`src/rtl/reservoir_valve_sequencer.sv`:
```
// Sequences valve changes so that at most one valve moves per STAGGER_CYCLES window, with closes before opens.
// The first toggle lands one edge after a mismatch in IDLE. There is no backpressure. VALVE_SEQ_FAULT_EN adds the sensor-sanity monitor.
module reservoir_valve_sequencer #(
  parameter int STAGGER_CYCLES = 4,
  parameter int CNT_W          = 4
) (
  input  logic       clk,
  input  logic       rst_n,
  input  logic [2:0] fr_req,
  input  logic       dfr_req,
  input  logic [2:0] s,
  output logic [3:0] valve_o,
  output logic       busy_o,
  output logic       fault_o,
  output logic [7:0] change_cnt
);

  typedef enum logic {IDLE, SETTLE} state_t;

  localparam logic [CNT_W-1:0] RELOAD = CNT_W'(STAGGER_CYCLES - 1);

  state_t           state;
  logic [CNT_W-1:0] cnt;
  logic [3:0]       target;
  logic [3:0]       close_mask;
  logic [3:0]       open_mask;
  logic [3:0]       flip;
  logic             mismatch;
  logic             do_toggle;

  assign target     = fault_o ? 4'b1111 : {dfr_req, fr_req};
  assign close_mask = valve_o & ~target;
  assign open_mask  = ~valve_o & target;
  assign mismatch   = (valve_o != target);
  assign busy_o     = (state == SETTLE) | mismatch;
  // Target is only acted on in IDLE or once the stagger window has expired.
  assign do_toggle  = mismatch && ((state == IDLE) || (cnt == '0));

  // Highest pending close wins; otherwise the lowest pending open.
  always_comb begin
    flip = 4'b0000;
    if (close_mask != 4'b0000) begin
      for (int i = 0; i < 4; i++)
        if (close_mask[i]) flip = 4'b0001 << i;
    end else begin
      for (int i = 3; i >= 0; i--)
        if (open_mask[i]) flip = 4'b0001 << i;
    end
  end

  always_ff @(posedge clk or negedge rst_n) begin
    if (!rst_n) begin
      state      <= IDLE;
      cnt        <= '0;
      valve_o    <= 4'b0000;
      change_cnt <= 8'h00;
    end else begin
      if (do_toggle) begin
        valve_o <= valve_o ^ flip;
        cnt     <= RELOAD;
        state   <= SETTLE;
        if (change_cnt != 8'hFF) change_cnt <= change_cnt + 8'd1;
      end else begin
        case (state)
          IDLE:   state <= IDLE;
          SETTLE: begin
            if (cnt != '0) cnt <= cnt - CNT_W'(1);
            else           state <= IDLE;
          end
        endcase
      end
    end
  end

`ifdef VALVE_SEQ_FAULT_EN
  logic       s_valid;
  logic       prev_bad;
  logic [1:0] good_run;

  // A healthy sensor stack reads as a thermometer code from the bottom up.
  assign s_valid = (s == 3'b000) || (s == 3'b001) || (s == 3'b011) || (s == 3'b111);

  always_ff @(posedge clk or negedge rst_n) begin
    if (!rst_n) begin
      fault_o  <= 1'b0;
      prev_bad <= 1'b0;
      good_run <= 2'd0;
    end else begin
      prev_bad <= !s_valid;
      if (!s_valid) begin
        good_run <= 2'd0;
        if (prev_bad) fault_o <= 1'b1;
      end else if (good_run != 2'd3) begin
        good_run <= good_run + 2'd1;
      end else begin
        fault_o <= 1'b0;
      end
    end
  end
`else
  logic unused_s;
  assign unused_s = ^s;
  assign fault_o  = 1'b0;
`endif

endmodule

```
`config.mk`:
```
export PLATFORM = sky130hd
export DESIGN_NAME = reservoir_valve_sequencer
export DESIGN_NICKNAME = d
export VERILOG_FILES = /design/src/rtl/reservoir_valve_sequencer.sv
export SDC_FILE = /design/constraint.sdc
export NUM_CORES = 1
export LEC_CHECK = 0
export CAP_MARGIN = 20
export CELL_PAD_IN_SITES_DETAIL_PLACEMENT = 0
export CELL_PAD_IN_SITES_GLOBAL_PLACEMENT = 1
export CORE_MARGIN = 2
export CORE_UTILIZATION = 40
export CTS_CLUSTER_DIAMETER = 150
export CTS_CLUSTER_SIZE = 40
export DETAILED_ROUTE_END_ITERATION = 16
export PLACE_DENSITY = 0.93
export SETUP_SLACK_MARGIN = 0.4
export SYNTH_ARGS = -nofsm -noshare
export SYNTH_HDL_FRONTEND = slang
export SYNTH_SLANG_ARGS = --single-unit
```
`constraint.sdc`:
```
create_clock -name clk -period 4.4 [get_ports clk]
set_clock_uncertainty 0.05 [all_clocks]
set_input_delay 1.32 -clock clk [delete_from_list [all_inputs] [get_ports clk]]
set_output_delay 1.32 -clock clk [all_outputs]
set_load 0.05 [all_outputs]
```
=== After elaboration in Yosys (flattened, before gate mapping) ===
Index checks and enable logic that the tools add are counted.

* Register bits: 17
* Bits of input ports: 9

* Add/subtract/negate cells: 2
* Multiplexer cells: 15
* Bitwise logic cells: 7
* Reduce and logical (&&, ||, !) cells: 9
* Equal/unequal tests: 2

{| class="wikitable"
|+ Operators by type and width
! operator !! count
|-
| two-way mux 4 bit || 10
|-
| adder 8 x 1 -> 8 bit (second input constant) || 1
|-
| bitwise AND 4 bit || 2
|-
| != test 8 bit (second input constant) || 1
|-
| inverter 4 bit || 2
|-
| nonzero test 4 bit || 2
|-
| logical NOT 4 bit || 1
|-
| != test 4 bit || 1
|-
| AND reduction 2 bit || 2
|-
| nonzero test 2 bit || 2
|-
| subtractor 4 x 1 -> 4 bit (second input constant) || 1
|-
| XOR 4 bit || 1
|-
| two-way mux 1 bit || 3
|-
| two-way mux 2 bit || 1
|-
| one-hot mux 1 bit (2 select lines) || 1
|-
| logical AND 1 bit || 1
|-
| logical OR 1 bit || 1
|-
| inverter 1 bit || 1
|-
| OR 1 bit || 1
|}

=== Depth between registers and ports, before layout ===
Gate-level depths: netlist of the first run.

* Word-level depth: 8
* Depth in mapped cells: 7

=== Worst setup path before layout of the first run ===
OpenSTA, ideal clock, no wires.

* Kind: input-to-output
* Start point: input fr_req[2]
* End point: output busy_o
* Stages: 4
* Path buffers: 0
* Arrival: 2.260 ns
* Setup slack: 0.770 ns
* Cells stage by stage: inv_1 > ha_1 > nand4_1 > or2_2

* Cells in the longest elaborated chain, start to end: 2

{| class="wikitable"
|+ Ends and longest elaborated chain
! element !! line !! text
|-
| start: declaration || 9 || <nowiki>input logic [2:0] fr_req,</nowiki>
|-
| != test 4 bit || 34 || <nowiki>assign mismatch = (valve_o != target);</nowiki>
|-
| OR 1 bit || 35 || <nowiki>assign busy_o = (state == SETTLE) | mismatch;</nowiki>
|-
| end: declaration || 13 || <nowiki>output logic busy_o,</nowiki>
|}

No other way between the ends.

=== Worst setup path in the final report of the first run ===
Same ends and word-level chain as after synthesis.

==> report_table.html, run 1 <==
<table>
<tr><th>Metric</th><th>Value</th></tr>
<tr><th colspan="2">Layout</th></tr>
<tr><td>Area added between synthesis and finish</td><td>24.6%</td></tr>
<tr><td>Final #Nets</td><td>140</td></tr>
<tr><td>Number of inserted diodes</td><td>0</td></tr>
<tr><td>Final-layout fill cell count</td><td>226</td></tr>
<tr><td>Most used cells in the layout excluding fill and tap cells</td><td>dfrtp_1, clkdlybuf4s50_1, ha_1, inv_1, nor2_1</td></tr>
<tr><td>Most common library cell in the layout ignoring fill and taps</td><td>dfrtp_1</td></tr>
<tr><td>Final instance area</td><td>1250 um^2</td></tr>
<tr><td>Fraction of layout cells with a size suffix above 1</td><td>9.24%</td></tr>
<tr><th colspan="2">Power</th></tr>
<tr><td>Maximum resistive drop on vdd</td><td>0.487 mV</td></tr>
<tr><td>Reported leakage power</td><td>0.000555 uW</td></tr>
<tr><td>Ratio of total power to cell area</td><td>678 nW/um^2</td></tr>
<tr><th colspan="2">STA</th></tr>
<tr><td>Final Hold Viols</td><td>0</td></tr>
<tr><td>Slack of the critical path</td><td>0.606 ns</td></tr>
<tr><td>Minimum period implied by the final worst setup slack</td><td>3.79 ns</td></tr>
<tr><td>Actual transition at the worst max-transition pin</td><td>0.751 ns</td></tr>
<tr><td>RSZ-0062 raised after global routing</td><td>no</td></tr>
<tr><td>Highest clock rate</td><td>0.264 GHz</td></tr>
<tr><td>Worst rel slew slack</td><td>49.8%</td></tr>
<tr><td>Slew Viols, Final</td><td>0</td></tr>
<tr><td>Setup Total Neg Slack</td><td>0 ns</td></tr>
<tr><td>Final Cycle Share</td><td>86.2%</td></tr>
<tr><td>Setup-failing EPs final</td><td>0</td></tr>
<tr><th colspan="2">Synth</th></tr>
<tr><td>Post-Syn Area per Cell</td><td>just over 10 um^2</td></tr>
<tr><td>Adder-Cell Fraction of Synth Area</td><td>13.7%</td></tr>
<tr><td>Portion of the post-synthesis area used by sequential elements</td><td>42.4%</td></tr>
<tr><td>Dominant cells by area after synthesis</td><td>dfrtp_1, ha_1, xor2_1, inv_1, xnor2_1</td></tr>
<tr><td>Xor and xnor fraction of the mapped netlist area</td><td>approximately 7.9%</td></tr>
<tr><td>Count of flip-flops with a built-in enable after synthesis</td><td>0</td></tr>
<tr><td>Share of flip-flops with an asynchronous set or reset</td><td>between 90% and 100%</td></tr>
<tr><td>Multiplexer share of the synthesized area</td><td>6.36%</td></tr>
<tr><td>Cell type with the largest total area after synthesis</td><td>dfrtp_1</td></tr>
<tr><td>Number of synthesized register bits</td><td>17</td></tr>
<tr><td>Number of instances in the synthesized netlist</td><td>97</td></tr>
<tr><td>Warnings, synthesis</td><td>0</td></tr>
<tr><td>Main combinational cell family by area after synthesis</td><td>simple AND/OR/NAND/NOR gates</td></tr>
<tr><td>Synthesized Nets</td><td>around 120</td></tr>
<tr><td>Summed instance area of the synthesized netlist</td><td>1000 um^2</td></tr>
<tr><td>Simple-gate area share of the yosys netlist</td><td>17.7%</td></tr>
<tr><td>Area share of the largest cell type after synthesis</td><td>42.4%</td></tr>
<tr><td>Predominant post-synthesis flop cell</td><td>dfrtp_1</td></tr>
<tr><td>Complex-gate fraction of the synthesized area</td><td>5.99%</td></tr>
<tr><td>Number of distinct library cells after synthesis</td><td>26</td></tr>
<tr><th colspan="2">Drt</th></tr>
<tr><td>Post-route DRC</td><td>0</td></tr>
<tr><td>Remaining number of nets flagged by the antenna check after routing</td><td>0</td></tr>
<tr><td>Final routed wire length divided by cell count</td><td>11.9 um</td></tr>
<tr><td>Detailed router's first-iteration violation count</td><td>10</td></tr>
<tr><td>Detailed-route vias per instance</td><td>roughly 5.0</td></tr>
<tr><td>Via count of the routed design</td><td>around 750</td></tr>
<tr><td>DR pass1 iterations</td><td>4</td></tr>
<tr><td>Wire length reported by the detailed router</td><td>about 1.8 mm</td></tr>
<tr><th colspan="2">Floorplan</th></tr>
<tr><td>Top-level port count</td><td>23</td></tr>
<tr><td>Core footprint</td><td>2430 um^2</td></tr>
<tr><td>Area enclosed by the die boundary</td><td>2930 um^2</td></tr>
<tr><td>Number of cell rows</td><td>18</td></tr>
<tr><td>Initial cell density of the core</td><td>approximately 41%</td></tr>
<tr><td>Die outline height</td><td>54.1 um</td></tr>
<tr><td>Die width</td><td>roughly 54 um</td></tr>
<tr><th colspan="2">Setup path</th></tr>
<tr><td>Maximum single-stage delay on the critical path</td><td>0.27 ns</td></tr>
<tr><td>Startpoint class of the critical path</td><td>input port</td></tr>
<tr><td>Critical-path cell list</td><td>dlygate4sd2_1 -&gt; inv_1 -&gt; ha_1 -&gt; nand4_1 -&gt; or2_4 -&gt; buf_8</td></tr>
<tr><td>Kind of end point of the critical path</td><td>primary output</td></tr>
<tr><td>Worst endpoint required time</td><td>between 3 and 4 ns</td></tr>
<tr><td>Cell family with the largest share of critical-path delay</td><td>buffers and inverters</td></tr>
<tr><td>Number of cells on the critical path</td><td>6</td></tr>
<tr><td>Data arrival time of the critical path</td><td>2.42 ns</td></tr>
<tr><td>CP Buf/Inv Count</td><td>3</td></tr>
<tr><td>R2r worst-path depth</td><td>7</td></tr>
<tr><td>Crit-path max FO</td><td>2</td></tr>
<tr><td>Library cell contributing the largest single delay on the critical path</td><td>ha_1</td></tr>
<tr><td>Critical path class</td><td>input port to primary output</td></tr>
<tr><th colspan="2">Placement</th></tr>
<tr><td>Worst slack at placement</td><td>0.307 ns</td></tr>
<tr><td>Port Buf Inserts</td><td>18</td></tr>
<tr><td>Routability-driven placement congestion ratio</td><td>0.671</td></tr>
<tr><td>Post-placement cell area</td><td>around 1200 um^2</td></tr>
<tr><td>Half-perimeter wire length after placement</td><td>roughly 1.4 mm</td></tr>
<tr><th colspan="2">Flow run</th></tr>
<tr><td>Number of violations of the max-capacitance limit</td><td>0</td></tr>
<tr><th colspan="2">Status</th></tr>
<tr><td>Status</td><td>completed</td></tr>
<tr><th colspan="2">Clocking</th></tr>
<tr><td>CTS Root Cell</td><td>clkbuf_4</td></tr>
<tr><td>Inserted Clock Buffers</td><td>3</td></tr>
<tr><td>Insertion delay of the later-clocked pin in the worst-skew pair</td><td>0.29 ns</td></tr>
<tr><td>Clock tree from TritonCTS</td><td>done</td></tr>
<tr><td>Clock buffer depth</td><td>2</td></tr>
<tr><td>Clk sinks</td><td>17</td></tr>
<tr><td>H-Tree Level Count</td><td>1</td></tr>
<tr><td>Clk slew on worst S/H paths</td><td>0.10 ns</td></tr>
<tr><th colspan="2">Global route</th></tr>
<tr><td>Number of global-route vias before repair</td><td>around 750</td></tr>
<tr><td>Maximum number of pins on one net before global-route repair</td><td>18</td></tr>
<tr><td>Number of antenna violations at the first check in global routing</td><td>0</td></tr>
<tr><td>GRT Residual Overflow</td><td>0</td></tr>
<tr><td>Wire length of the first global-routing pass</td><td>2.97 mm</td></tr>
<tr><td>Overall Global Routing Usage</td><td>14.1%</td></tr>
<tr><th colspan="2">Worst hold path</th></tr>
<tr><td>Min-Delay Path Depth</td><td>1</td></tr>
<tr><td>Worst min-delay path class</td><td>register to register</td></tr>
</table>
cells by family (layout without fill, tap and decap cells):
logic type / count (synthesis) / after routing
adder cells (fa/ha/maj): 11 / 11
other: 1 / 1
multiplexers: 6 / 6
XOR/XNOR: 9 / 9
flip-flops: 17 / 17
AND/OR/NAND/NOR: 32 / 32
AO/OA/AOI/OAI: 9 / 9
buffers and inverters: 12 / 34
path summary, 6_finish.rpt:
| path | from | slack, ns | endpoint |
|---|---|---|---|
| min in group asynchronous | rst_n | 1.42 | change_cnt[0] |
| max in group asynchronous | rst_n | 2.42 | state |
| hold reg to reg | cnt[3] | 0.47 | cnt[3] |
| hold / removal | cnt[3] | 0.47 | cnt[3] |
| setup / recovery | fr_req[2] | 0.61 | busy_o |
| setup reg to reg | valve_o[3] | 2.25 | change_cnt[1] |
cell type report:
type | instances | area (um^2) | area share [%]
Sequential cell | 17 | 425 | 34.0
Multi-Input combinational cell | 68 | 524 | 41.9
Inverter | 10 | 37.5 | 3.00
Timing Repair Buffer | 20 | 199 | 15.9
Clock buffer | 4 | 26.3 | 2.10
Tap cell | 30 | 37.5 | 3.00
cell usage after synthesis, types with 2 or more instances:
library cell / count
dfrtp_1: 17
ha_1: 11
inv_1: 10
nor2_1: 7
nor4_1: 5
xor2_1: 5
nand2_1: 4
nor3_1: 4
xnor2_1: 4
a21oi_1: 3
mux2_2: 3
mux2i_1: 3
nand2b_1: 3
nand3_1: 3
a31oi_1: 2
nand4_1: 2
o2bb2ai_1: 2
timing repair:
| item | 4_1_cts | 5_1_grt |
|---|---|---|
| setup endpoints to repair | 1 | 1 |
| gates cloned | 0 | 0 |
| pin swaps | 1 | 2 |
| setup buffers | 1 | 0 |
| resized for setup | 6 | 1 |
| hold buffers | 0 | 0 |
flip-flops by register name, indices dropped and copies added, names as in the netlist:
register    flops
change_cnt      8
cnt             4
valve_o         4
state           1
where the power goes:
part           leakage [uW]  internal, uW  switching, uW
logic              0.000349           186            302
clock network     0.0000150          35.2           48.2
registers          0.000191           219           57.0
total              0.000555           440            407
through the flow:
step / hold slack (ns) / utilization, % / cells / power (uW)
floorplan: 0.413 / - / 97 / 623
global placement: 0.431 / 49.6 / 144 / 753
detailed placement: 0.445 / 49.6 / 144 / 768
CTS: 0.474 / 51.3 / 149 / 856
global route: 0.506 / 51.4 / 149 / 913
finish: 0.468 / 51.4 / 149 / 847
routing by layer:
metal / global-route usage, % / part of all wire, %
met5: 0 / 0
met4: 6.25 / 1.9
met2: 26.2 / 51
met3: 1.67 / 2.3
met1: 16.0 / 44
No activity file was read; power rests on OpenSTA's default activity.
==> run 2, diff against run 1 <==
--- a/config.mk
+++ b/config.mk
@@ -14,7 +14,6 @@
 export CTS_CLUSTER_SIZE = 40
 export DETAILED_ROUTE_END_ITERATION = 16
 export PLACE_DENSITY = 0.93
-export SETUP_SLACK_MARGIN = 0.4
 export SYNTH_ARGS = -nofsm -noshare
 export SYNTH_HDL_FRONTEND = slang
 export SYNTH_SLANG_ARGS = --single-unit
==> report_table.html, run 2 (same netlist as run 1, synthesis figures left out) <==
<table>
<tr><th>Metric</th><th>Value</th></tr>
<tr><th colspan="2">Status</th></tr>
<tr><td>Status</td><td>completed</td></tr>
<tr><th colspan="2">Setup path</th></tr>
<tr><td>R2r worst-path depth</td><td>6</td></tr>
<tr><td>Startpoint class of the critical path</td><td>input port</td></tr>
<tr><td>Library cell contributing the largest single delay on the critical path</td><td>clkdlybuf4s50_1</td></tr>
<tr><td>Maximum single-stage delay on the critical path</td><td>0.49 ns</td></tr>
<tr><td>Reg2Reg Setup Slack</td><td>2.33 ns</td></tr>
<tr><td>Critical path class</td><td>input port to primary output</td></tr>
<tr><td>CP Buf/Inv Count</td><td>3</td></tr>
<tr><td>Worst flop-to-flop path endpoint</td><td>change_cnt[1]</td></tr>
<tr><td>Crit-path max FO</td><td>2</td></tr>
<tr><td>Data arrival time of the critical path</td><td>between 2 and 3 ns</td></tr>
<tr><td>Worst endpoint required time</td><td>3.03 ns</td></tr>
<tr><td>Critical-path cell list</td><td>clkdlybuf4s50_1 -&gt; inv_1 -&gt; ha_1 -&gt; nand4_1 -&gt; or2_2 -&gt; buf_4</td></tr>
<tr><td>Cell family with the largest share of critical-path delay</td><td>buffers and inverters</td></tr>
<tr><td>Critical register-to-register path startpoint</td><td>cnt[0]</td></tr>
<tr><td>Kind of end point of the critical path</td><td>primary output</td></tr>
<tr><th colspan="2">Floorplan</th></tr>
<tr><td>Area enclosed by the die boundary</td><td>2930 um^2</td></tr>
<tr><td>Die outline height</td><td>between 50 and 60 um</td></tr>
<tr><td>Top-level port count</td><td>23</td></tr>
<tr><td>Die width</td><td>54.1 um</td></tr>
<tr><td>Number of cell rows</td><td>18</td></tr>
<tr><td>Initial cell density of the core</td><td>41.3%</td></tr>
<tr><td>Core footprint</td><td>2430 um^2</td></tr>
<tr><th colspan="2">Power</th></tr>
<tr><td>Ratio of total power to cell area</td><td>684 nW/um^2</td></tr>
<tr><td>Maximum resistive drop on vdd</td><td>~0.49 mV</td></tr>
<tr><td>Reported leakage power</td><td>0.000532 uW</td></tr>
<tr><th colspan="2">Flow run</th></tr>
<tr><td>Number of violations of the max-capacitance limit</td><td>0</td></tr>
<tr><th colspan="2">STA</th></tr>
<tr><td>Setup-failing EPs final</td><td>0</td></tr>
<tr><td>Slew Viols, Final</td><td>0</td></tr>
<tr><td>Minimum period implied by the final worst setup slack</td><td>roughly 4 ns</td></tr>
<tr><td>Highest clock rate</td><td>0.244 GHz</td></tr>
<tr><td>Final Cycle Share</td><td>93.0%</td></tr>
<tr><td>Actual transition at the worst max-transition pin</td><td>0.757 ns</td></tr>
<tr><td>Worst rel slew slack</td><td>49.4%</td></tr>
<tr><td>RSZ-0062 raised after global routing</td><td>no</td></tr>
<tr><td>Slack of the critical path</td><td>0.307 ns</td></tr>
<tr><td>Setup Total Neg Slack</td><td>0 ns</td></tr>
<tr><td>Final Hold Viols</td><td>0</td></tr>
<tr><th colspan="2">Global route</th></tr>
<tr><td>GRT Residual Overflow</td><td>0</td></tr>
<tr><td>Overall Global Routing Usage</td><td>14.0%</td></tr>
<tr><td>Maximum number of pins on one net before global-route repair</td><td>18</td></tr>
<tr><td>Wire length of the first global-routing pass</td><td>roughly 3.0 mm</td></tr>
<tr><td>Number of global-route vias before repair</td><td>742</td></tr>
<tr><td>Number of antenna violations at the first check in global routing</td><td>0</td></tr>
<tr><th colspan="2">Drt</th></tr>
<tr><td>Post-route DRC</td><td>0</td></tr>
<tr><td>Wire length reported by the detailed router</td><td>1.76 mm</td></tr>
<tr><td>Detailed-route vias per instance</td><td>4.97</td></tr>
<tr><td>Remaining number of nets flagged by the antenna check after routing</td><td>0</td></tr>
<tr><td>DR pass1 iterations</td><td>4</td></tr>
<tr><td>Final routed wire length divided by cell count</td><td>11.9 um</td></tr>
<tr><td>Detailed router's first-iteration violation count</td><td>10</td></tr>
<tr><td>Via count of the routed design</td><td>around 740</td></tr>
<tr><th colspan="2">Clocking</th></tr>
<tr><td>Number of buffers inserted by post-CTS setup repair</td><td>0</td></tr>
<tr><td>Inserted Clock Buffers</td><td>3</td></tr>
<tr><td>Insertion delay of the later-clocked pin in the worst-skew pair</td><td>0.29 ns</td></tr>
<tr><td>Post-cts gate resize count</td><td>0</td></tr>
<tr><td>Clk slew on worst S/H paths</td><td>0.10 ns</td></tr>
<tr><td>Clock buffer depth</td><td>2</td></tr>
<tr><td>Hold buffers post-CTS</td><td>0</td></tr>
<tr><td>Clock tree from TritonCTS</td><td>done</td></tr>
<tr><td>CTS Root Cell</td><td>clkbuf_4</td></tr>
<tr><td>H-Tree Level Count</td><td>1</td></tr>
<tr><td>Clk sinks</td><td>17</td></tr>
<tr><th colspan="2">Layout</th></tr>
<tr><td>Number of inserted diodes</td><td>0</td></tr>
<tr><td>Number of flip-flops in the largest register</td><td>8</td></tr>
<tr><td>Register ranked first by flip-flop count</td><td>change_cnt</td></tr>
<tr><td>Area added between synthesis and finish</td><td>22.9%</td></tr>
<tr><td>Final instance area</td><td>1230 um^2</td></tr>
<tr><td>Final #Nets</td><td>between 100 and 150</td></tr>
<tr><td>Registers with the highest flip-flop counts</td><td>change_cnt x8, cnt x4, valve_o x4</td></tr>
<tr><td>Fraction of layout cells with a size suffix above 1</td><td>8.47%</td></tr>
<tr><td>Most used cells in the layout excluding fill and tap cells</td><td>dfrtp_1, clkdlybuf4s50_1, ha_1, inv_1, nor2_1</td></tr>
<tr><th colspan="2">Worst hold path</th></tr>
<tr><td>Worst min-delay path class</td><td>register to register</td></tr>
<tr><td>Worst Hold Launch</td><td>cnt[3]</td></tr>
<tr><td>Terminating pin of the worst hold path</td><td>cnt[3]</td></tr>
<tr><td>Min-Delay Path Depth</td><td>1</td></tr>
<tr><th colspan="2">Placement</th></tr>
<tr><td>Post-placement cell area</td><td>1210 um^2</td></tr>
<tr><td>Port Buf Inserts</td><td>18</td></tr>
<tr><td>Routability-driven placement congestion ratio</td><td>around 0.67</td></tr>
<tr><td>Half-perimeter wire length after placement</td><td>1.37 mm</td></tr>
<tr><td>Worst slack at placement</td><td>0.307 ns</td></tr>
</table>
-- run 2: changes by cell type in the layout (fill, tap and decap cells not counted), sizes merged --
cell / delta
buf: -1
clkdlybuf4s50: +4
dlymetal6s2s: -1
dlygate4sd2: -3
-- run 2: worst max path at each step --
stage | startpoint | to | cells after the start
2_1_floorplan | fr_req[2] | busy_o | 4
3_3_place_gp | dfr_req | busy_o | 6
3_5_place_dp | dfr_req | busy_o | 6
4_1_cts | dfr_req | busy_o | 6
5_1_grt | dfr_req | busy_o | 6
6_report | dfr_req | busy_o | 6
-- run 2: layout make-up --
type,count,area [um^2]
fill,225,1200
multi-input combinational,68,522
sequential,17,425
timing repair buffer,19,185
inverter,10,37.5
tap,30,37.5
clock buffer,4,26.3
-- run 2: report_power, final --
part | leakage, uW | switching [uW] | total [uW] | internal (uW)
Sequential | 0.000191 | 56.8 | 276 | 219
Combinational | 0.000326 | 301 | 485 | 184
Clock | 0.0000150 | 48.2 | 83.5 | 35.2
-- run 2: layer usage --
metal / vias to the layer above / global-route usage [%] / part of all wire (%)
met5: - / 0 / 0
met4: 0 / 6.25 / 1.9
met2: 14 / 25.8 / 50
li1: 375 / - / -
met1: 342 / 16.0 / 46
met3: 4 / 1.67 / 2.2
-- run 2: metrics by stage --
| stage | instances | hold slack [ns] | utilization, % | total power, uW |
|---|---|---|---|---|
| 2_1_floorplan | 97 | 0.413 | - | 623 |
| 3_3_place_gp | 144 | 0.431 | 49.6 | 753 |
| 4_1_cts | 148 | 0.474 | 50.7 | 853 |
| 3_5_place_dp | 144 | 0.445 | 49.6 | 768 |
| 5_1_grt | 148 | 0.506 | 50.7 | 910 |
| 6_report | 148 | 0.468 | 50.7 | 844 |
-- run 2: worst register-to-register path, delay by kind of cell (launching register included) --
kind                     cells  cell delay (ns)
AO/OA/AOI/OAI                1             0.32
adder cells (fa/ha/maj)      1             0.14
buffers and inverters        1             0.10
flip-flops                   1             0.39
multiplexers                 1             0.36
AND/OR/NAND/NOR              2             0.60
